--- src/rtl/axi_pkg.sv ---
// Shared AXI-lite definitions for the 2:1 crossbar: bus widths, response codes
// and the crossbar transaction-owner state encoding.
package axi_pkg;

    localparam int AXI_ADDR_BUS = 32;
    localparam int AXI_DATA_BUS = 32;

    localparam logic [1:0] OKAY   = 2'b00;
    localparam logic [1:0] SLVERR = 2'b10;

    typedef enum logic [1:0] {
        IDLE = 2'd0,
        RD0  = 2'd1,
        RD1  = 2'd2,
        WR1  = 2'd3
    } xbar_state_t;

endpackage

--- src/rtl/axi_lite_xbar_2to1_chk.sv ---
// Protocol checker for the slave side of the crossbar: once a valid is
// presented it must stay up until the slave accepts it.
module axi_lite_xbar_2to1_chk (
    input logic clk,
    input logic rst_n,
    input logic arvalid,
    input logic arready,
    input logic awvalid,
    input logic awready,
    input logic wvalid,
    input logic wready
);

    a_ar_hold: assert property (@(posedge clk) disable iff (!rst_n)
        (arvalid && !arready) |=> arvalid)
        else $error("xbar: arvalid withdrawn before handshake");

    a_aw_hold: assert property (@(posedge clk) disable iff (!rst_n)
        (awvalid && !awready) |=> awvalid)
        else $error("xbar: awvalid withdrawn before handshake");

    a_w_hold: assert property (@(posedge clk) disable iff (!rst_n)
        (wvalid && !wready) |=> wvalid)
        else $error("xbar: wvalid withdrawn before handshake");

endmodule

--- src/rtl/rr_arb2.sv ---
// Two-requester round-robin arbiter. last_grant remembers who won most recently
// so a tie goes to the other requester; it resets to 1 so M0 wins the first tie.
module rr_arb2 (
    input  logic       clk,
    input  logic       rst_n,
    input  logic [1:0] req,
    input  logic       advance,
    output logic [1:0] gnt
);

    logic last_grant_q;
    logic last_grant_d;

    // One-hot grant from the current requests and the tie-break history
    always_comb begin
        gnt = 2'b00;
        case (req)
            2'b01:   gnt = 2'b01;
            2'b10:   gnt = 2'b10;
            2'b11:   gnt = last_grant_q ? 2'b01 : 2'b10;
            default: gnt = 2'b00;
        endcase
    end

    // History only moves when the owner FSM actually accepts the grant
    always_comb begin
        last_grant_d = last_grant_q;
        if (advance && (gnt != 2'b00)) begin
            last_grant_d = gnt[1];
        end else begin
            last_grant_d = last_grant_q;
        end
    end

    // Tie-break history register
    always_ff @(posedge clk or negedge rst_n) begin
        if (!rst_n) begin
            last_grant_q <= 1'b1;
        end else begin
            last_grant_q <= last_grant_d;
        end
    end

endmodule

--- src/rtl/axi_lite_xbar_2to1.sv ---
// AXI-lite 2:1 crossbar: IFU (read-only) and LSU share one SRAM slave, one whole
// transaction at a time, with a one-cycle arbitration bubble between owners.
module axi_lite_xbar_2to1
    import axi_pkg::*;
#(
    parameter int ADDR_W = AXI_ADDR_BUS,
    parameter int DATA_W = AXI_DATA_BUS
) (
    input  logic                  clk,
    input  logic                  rst_n,
    input  logic [ADDR_W-1:0]     m0_araddr,
    input  logic                  m0_arvalid,
    input  logic                  m0_rready,
    output logic                  m0_arready,
    output logic                  m0_rvalid,
    output logic [DATA_W-1:0]     m0_rdata,
    output logic [1:0]            m0_rresp,
    input  logic [ADDR_W-1:0]     m1_araddr,
    input  logic [ADDR_W-1:0]     m1_awaddr,
    input  logic [DATA_W-1:0]     m1_wdata,
    input  logic [DATA_W/8-1:0]   m1_wstrb,
    input  logic                  m1_arvalid,
    input  logic                  m1_awvalid,
    input  logic                  m1_wvalid,
    input  logic                  m1_rready,
    input  logic                  m1_bready,
    output logic                  m1_arready,
    output logic                  m1_awready,
    output logic                  m1_wready,
    output logic                  m1_rvalid,
    output logic                  m1_bvalid,
    output logic [DATA_W-1:0]     m1_rdata,
    output logic [1:0]            m1_rresp,
    output logic [1:0]            m1_bresp,
    output logic [ADDR_W-1:0]     s_araddr,
    output logic [ADDR_W-1:0]     s_awaddr,
    output logic [DATA_W-1:0]     s_wdata,
    output logic [DATA_W/8-1:0]   s_wstrb,
    output logic                  s_arvalid,
    output logic                  s_awvalid,
    output logic                  s_wvalid,
    output logic                  s_rready,
    output logic                  s_bready,
    input  logic                  s_arready,
    input  logic                  s_awready,
    input  logic                  s_wready,
    input  logic                  s_rvalid,
    input  logic                  s_bvalid,
    input  logic [DATA_W-1:0]     s_rdata,
    input  logic [1:0]            s_rresp,
    input  logic [1:0]            s_bresp
);

    localparam int STRB_W = DATA_W / 8;

    xbar_state_t state_q;
    xbar_state_t state_d;
    logic        ar_done_q, ar_done_d;
    logic        aw_done_q, aw_done_d;
    logic        w_done_q,  w_done_d;
    logic [1:0]  req_s;
    logic [1:0]  gnt_s;
    logic        advance_s;

    assign req_s = {m1_awvalid | m1_arvalid, m0_arvalid};

    rr_arb2 u_arb (
        .clk     (clk),
        .rst_n   (rst_n),
        .req     (req_s),
        .advance (advance_s),
        .gnt     (gnt_s)
    );

    // Owner state and per-channel handshake-done flags
    always_ff @(posedge clk or negedge rst_n) begin
        if (!rst_n) begin
            state_q   <= IDLE;
            ar_done_q <= 1'b0;
            aw_done_q <= 1'b0;
            w_done_q  <= 1'b0;
        end else begin
            state_q   <= state_d;
            ar_done_q <= ar_done_d;
            aw_done_q <= aw_done_d;
            w_done_q  <= w_done_d;
        end
    end

    // Next owner: grant from IDLE (LSU write beats LSU read), release on final response
    always_comb begin
        state_d   = state_q;
        ar_done_d = ar_done_q;
        aw_done_d = aw_done_q;
        w_done_d  = w_done_q;
        advance_s = 1'b0;
        case (state_q)
            IDLE: begin
                ar_done_d = 1'b0;
                aw_done_d = 1'b0;
                w_done_d  = 1'b0;
                if (gnt_s[0]) begin
                    state_d   = RD0;
                    advance_s = 1'b1;
                end else if (gnt_s[1]) begin
                    state_d   = m1_awvalid ? WR1 : RD1;
                    advance_s = 1'b1;
                end else begin
                    state_d   = IDLE;
                end
            end
            RD0, RD1: begin
                if (s_rvalid && s_rready) begin
                    state_d   = IDLE;
                    ar_done_d = 1'b0;
                end else if (s_arvalid && s_arready) begin
                    ar_done_d = 1'b1;
                end else begin
                    ar_done_d = ar_done_q;
                end
            end
            WR1: begin
                if (s_bvalid && s_bready) begin
                    state_d   = IDLE;
                    aw_done_d = 1'b0;
                    w_done_d  = 1'b0;
                end else begin
                    aw_done_d = aw_done_q | (s_awvalid && s_awready);
                    w_done_d  = w_done_q  | (s_wvalid  && s_wready);
                end
            end
            default: begin
                state_d = IDLE;
            end
        endcase
    end

    // Channel routing for the current owner; everything unrouted is held at zero
    always_comb begin
        m0_arready = 1'b0;
        m0_rvalid  = 1'b0;
        m0_rdata   = {DATA_W{1'b0}};
        m0_rresp   = OKAY;
        m1_arready = 1'b0;
        m1_awready = 1'b0;
        m1_wready  = 1'b0;
        m1_rvalid  = 1'b0;
        m1_bvalid  = 1'b0;
        m1_rdata   = {DATA_W{1'b0}};
        m1_rresp   = OKAY;
        m1_bresp   = OKAY;
        s_araddr   = {ADDR_W{1'b0}};
        s_awaddr   = {ADDR_W{1'b0}};
        s_wdata    = {DATA_W{1'b0}};
        s_wstrb    = {STRB_W{1'b0}};
        s_arvalid  = 1'b0;
        s_awvalid  = 1'b0;
        s_wvalid   = 1'b0;
        s_rready   = 1'b0;
        s_bready   = 1'b0;
        case (state_q)
            RD0: begin
                s_araddr   = m0_araddr;
                s_arvalid  = m0_arvalid & ~ar_done_q;
                m0_arready = s_arready & ~ar_done_q;
                m0_rvalid  = s_rvalid;
                m0_rdata   = s_rdata;
                m0_rresp   = s_rresp;
                s_rready   = m0_rready;
            end
            RD1: begin
                s_araddr   = m1_araddr;
                s_arvalid  = m1_arvalid & ~ar_done_q;
                m1_arready = s_arready & ~ar_done_q;
                m1_rvalid  = s_rvalid;
                m1_rdata   = s_rdata;
                m1_rresp   = s_rresp;
                s_rready   = m1_rready;
            end
            WR1: begin
                s_awaddr   = m1_awaddr;
                s_awvalid  = m1_awvalid & ~aw_done_q;
                m1_awready = s_awready & ~aw_done_q;
                s_wdata    = m1_wdata;
                s_wstrb    = m1_wstrb;
                s_wvalid   = m1_wvalid & ~w_done_q;
                m1_wready  = s_wready & ~w_done_q;
                m1_bvalid  = s_bvalid;
                m1_bresp   = s_bresp;
                s_bready   = m1_bready;
            end
            default: begin
                s_arvalid  = 1'b0;
            end
        endcase
    end

    axi_lite_xbar_2to1_chk u_chk (
        .clk     (clk),
        .rst_n   (rst_n),
        .arvalid (s_arvalid),
        .arready (s_arready),
        .awvalid (s_awvalid),
        .awready (s_awready),
        .wvalid  (s_wvalid),
        .wready  (s_wready)
    );

endmodule

--- config.mk ---
export PLATFORM = sky130hd
export DESIGN_NAME = axi_lite_xbar_2to1
export DESIGN_NICKNAME = d
export VERILOG_FILES = /design/src/rtl/axi_pkg.sv /design/src/rtl/axi_lite_xbar_2to1_chk.sv /design/src/rtl/rr_arb2.sv /design/src/rtl/axi_lite_xbar_2to1.sv
export SDC_FILE = /design/constraint.sdc
export NUM_CORES = 1
export LEC_CHECK = 0
export BUFFER_PORTS_ARGS = -buffer_cell sky130_fd_sc_hd__buf_4
export CAP_MARGIN = 20
export CORE_AREA = 2 2 142 144
export CTS_CLUSTER_SIZE = 8
export DETAILED_ROUTE_END_ITERATION = 10
export DIE_AREA = 0 0 144 146
export GPL_ROUTABILITY_DRIVEN = 0
export PLACE_DENSITY_LB_ADDON = 0.2
export SLEW_MARGIN = 20
export SYNTH_ARGS = -nofsm -noshare
export SYNTH_HDL_FRONTEND = slang
export SYNTH_HIERARCHICAL = 1
export SYNTH_SLANG_ARGS = --single-unit
export TNS_END_PERCENT = 1
--- constraint.sdc ---
create_clock -name clk -period 1.53 [get_ports clk]
set_input_delay 0.153 -clock clk [delete_from_list [all_inputs] [get_ports clk]]
set_output_delay 0.153 -clock clk [all_outputs]
set_load 0.05 [all_outputs]
Yosys cells after proc, flatten, opt, wreduce, memory -nomap -nowiden. Cells that the tools add are included.

Word-level logic and storage cells: 79. Input bits: 182. Register bits: 6.

Reduce and logical (&&, ||, !) cells: 13. Equality and inequality tests: 9. Bitwise logic cells: 13. Mux-type cells: 39.

Operators by type and width (number): $mux W32 (4); $pmux W32 S2 (1); $mux W1 (18); $mux W2 (8); $pmux W2 S3 (2); $pmux W1 S2 (5); $eq A2 B2 Y1 const B (4); $and A1 B1 Y1 (7); $logic_and A1 B1 Y1 (6); $reduce_bool A2 Y1 (3); $eq A2 B1 Y1 const B (2); $mux W4 (1); $ne A2 B2 Y1 const B (2); $reduce_and A2 Y1 (2); $ne A3 B3 Y1 const B (1); $not A1 Y1 (3); $or A1 B1 Y1 (3); $logic_not A2 Y1 (1); $reduce_or A2 Y1 (1).

Logic depth before layout (Yosys ltp).
Depth in word-level cells: 7. Gate-level depth with buffers: 6. Mapped depth without buffers: 5.

Hierarchy. Netlist, hierarchy kept.

Modules (own cells, without submodules): axi_lite_xbar_2to1 (area each 1773.0 µm², cells an instance 274, times used 1); rr_arb2 (area each 56.3 µm², cells an instance 6, times used 1).

Worst setup path after synthesis. Ideal clock, no wire load.

Path kind: reg-to-output. Start: register state_q[1]. End: output port s_araddr[0]. Cell stages (with the launch flop): 7. Path buffers: 2. Arrival time: 1.777 ns. Path slack: -0.400 ns. Cells stage by stage: dfrtp_1 > inv_1 > ha_1 > buf_2 > clkbuf_1 > a22oi_1 > nor2_1.

Longest elaborated chain between the ends: 2. Elaborated cells on any way between the ends: 3.

RTL lines: from (decl) (line axi_lite_xbar_2to1.sv:56) `xbar_state_t state_q;`; from (signal assigned) (line axi_lite_xbar_2to1.sv:83) `state_q <= state_d;`; $eq A2 B2 Y1 / $eq A2 B1 Y1 (equally long branches) (line axi_lite_xbar_2to1.sv:161) `case (state_q)`; $pmux W32 S2 * (line axi_lite_xbar_2to1.sv:161); to (decl) (line axi_lite_xbar_2to1.sv:35) `output logic [ADDR_W-1:0] s_araddr,`.

Every way passes the cells marked *; elsewhere a longest branch is shown, timed or not.

Worst setup path in the final report.
Start: register state_q[1]. End: output port m0_rdata[23].

Longest elaborated chain between the ends: 2.

RTL lines: $eq A2 B1 Y1 (line axi_lite_xbar_2to1.sv:161); $mux W32 (line axi_lite_xbar_2to1.sv:161); to (decl) (line axi_lite_xbar_2to1.sv:16) `output logic [DATA_W-1:0] m0_rdata,`.

Every way passes these cells.

==> results.toml <==
[routing]
dr.pass1.iters = 4
avgRoutedWirePerCell_um = 16.6
ant_nets = 0
wirelength_um = 15200
first_iter_violations = 85
avgViaCountPerCell = 3.75
drc_errors = 0
vias = 3439

[global_routing]
gr-usage-met1 = 0.144
top_usage_layer = "met2"
grt_first_pass_wirelength_um = 20200
overflow = 0
grt.total_usage = 0.124
grt.met3_usage = 0.0204
grt_pass1_vias = 3381
grtUsageMet2 = 0.241
antenna_found_initial = 0
grt_max_degree = 74

[setup_path]
crit_slowest_cell = "dfrtp_2"
path_buf_inv = 4
cp-startpoint = "state_q[1]$_DFFE_PN0P_"
worstPathRequired_ns = 1.38
worst-setup-path-type = "flip-flop to output pin"
r2r-start = "state_q[1]$_DFFE_PN0P_"
worst_setup_path_start_kind = "flip-flop"
crit_chain = "inv_4 -> ha_4 -> buf_12 -> buf_16 -> and2_2 -> buf_8"
crit_path_max_fanout = 19
cp.arrival_ns = 1.60
cpPeakStageDelay_ns = 0.44
end_kind = "output pin"
crit_family = "buffers and inverters"

[sta]
max_freq_mhz = 569
slew_headroom = 0.782
hold_violations = 0
min_period_over_period = 1.15
period_needed_ns = 1.76
fin_worst_skew_ns = 0.00271
rsz0062_at_grt = "true"
final_max_slew_viol_count = 0
setup_ws_ns = -0.227
setup_viol = 182
hold_ws_ns = 0.100
tightest_slew_ns = 0.324
fin_tns_setup_ns = -27.82

[clocking]
cts-root-buf = "clkbuf_16"
cts.clk_slew.worst_paths_ns = 0.04
cts_buffer_depth = 2
cts_tree = "yes"
clock_sinks = 6
cts-htree-levels = 1
cts_buffers = 3
clk_latency_ns = 0.23

[logic_synthesis]
synth_cell_type_count = 29
synth_area_per_cell_um2 = 6.53
synth_edf_count = 0
synth_ff_type = "dfrtp_1"
syn-instance-count = 280
seq_area_frac_synth = 0.0828
ys_async_sr_fraction = 1.00
synth_area_um2 = 1830
synth_warnings = 6
ys_seq_elements = 6
synth_nets = 467

[die]
row_count = 51
fp.dieH_um = 146
die_area_um2 = 21000
core_area_um2 = 19300
io_pins = 364
die_w_um = 144
start_util = 0.0946

[job]
cap_violations = 0

[final_layout]
syn2layout_area_growth_pct = 265
fillCellCount = 2010
nets = 841
final_cell_mix = "195 x buf_4, 151 x buf_6, 103 x and2_1, 35 x buf_8, 32 x a22oi_2"
layout_commonest_cell = "buf_4"
antenna_cells = 0
drive_above_1_share = 0.792

[pwr]
vdd_drop_max_mv = 0.755
p_per_area_nw_per_um2 = 1540
p_leak_nw = 3.11
power_w = 0.0103

[worst_hold_path]
hp-start = "m0_arvalid"
worstHoldPathType = "primary input to flip-flop"

[placed_design]
io_buffers = 363
post-place-ws_ns = -0.159
dp_hpwl_um = 12100

[run_status]
violations = "negative setup slack"
status = "finished with violations"
-- worst reg2reg max path: cells and delay by family, from the launching register on --
| kind | cells | cell delay (ns) |
|---|---|---|
| AO/OA/AOI/OAI | 1 | 0.23 |
| adder cells (fa/ha/maj) | 1 | 0.22 |
| buffers and inverters | 2 | 0.26 |
| flip-flops | 1 | 0.44 |
| multiplexers | 1 | 0.21 |
| AND/OR/NAND/NOR | 1 | 0.13 |
-- per-layer routing --
layer / up-vias / routed length, um
met5: - / 0
met4: 0 / 138
met3: 14 / 949
met2: 144 / 8370
met1: 1620 / 5740
li1: 1661 / -
-- cell families after synthesis --
logic type	Yosys count	synth area share
adders and majority gates	5	0.0342
DFF	6	0.0828
muxes	3	0.0191
buffers and inverters	30	0.0691
and+or+nand+nor	191	0.609
AOI/OAI and AO/OA	45	0.186
-- state kept, by name, indices dropped and copies added, names as in the netlist --
signal	cells
w_done_q	1
u_arb/last_grant_q	1
state_q	2
ar_done_q	1
aw_done_q	1
-- report_power, final --
group          switching (W)  internal [W]
Clock              0.0000929      0.000346
Combinational        0.00564       0.00391
Sequential         0.0000513      0.000217
-- layout make-up --
type	instances	area, um^2	share of cell area
repair buffers	395	3990	0.597
multi-input cells	244	2100	0.315
well taps	265	332	0.0497
flip-flops and latches	6	153	0.0229
clock buffers	4	78.8	0.0118
inverters	4	25.0	0.00375
-- per-stage QoR --
stage / util / instance area [um^2] / std cells
6_report: 0.345 / 6670 / 918
4_1_cts: 0.309 / 5970 / 913
3_5_place_dp: 0.273 / 5280 / 904
5_1_grt: 0.345 / 6670 / 918
3_3_place_gp: 0.273 / 5280 / 904
2_1_floorplan: - / 2110 / 280
-- Yosys cell counts (all sizes together) (2+ instances only) --
cell	instances	share of area
and2	142	0.49
nor2	37	0.076
a22oi	33	0.14
clkbuf	19	0.040
buf	7	0.021
and3b	6	0.029
dfrtp	5	0.068
ha	5	0.034
inv	4	0.0082
a21boi	3	0.012
a31oi	3	0.010
a21oi	2	0.0055
mux2i	2	0.011
nand2	2	0.0041
-- final timing paths --
path | end | slack (ns) | cells past startpoint
min in group asynchronous | ar_done_q$_DFFE_PN0P_ | 0.28 | 2
hold / removal | u_arb/last_grant_q$_DFFE_PN1P_ | 0.10 | 2
setup / recovery | m0_rdata[23] | -0.23 | 6
setup reg to reg | state_q[1]$_DFFE_PN0P_ | -0.05 | 6
hold reg to reg | w_done_q$_DFFE_PN0P_ | 0.51 | 2
max in group asynchronous | u_arb/last_grant_q$_DFFE_PN1P_ | 1.04 | 2
-- what timing repair did --
action / CTS / global route
buffers inserted: 2 / 3
gates cloned: 2 / 2
setup endpoints to repair: 185 / 185
hold endpoints to repair: 6 / 0
hold buffers: 1 / 0
pin swaps: 5 / 14
resized for setup: 127 / 170
Power figures use the tool's default switching activity.
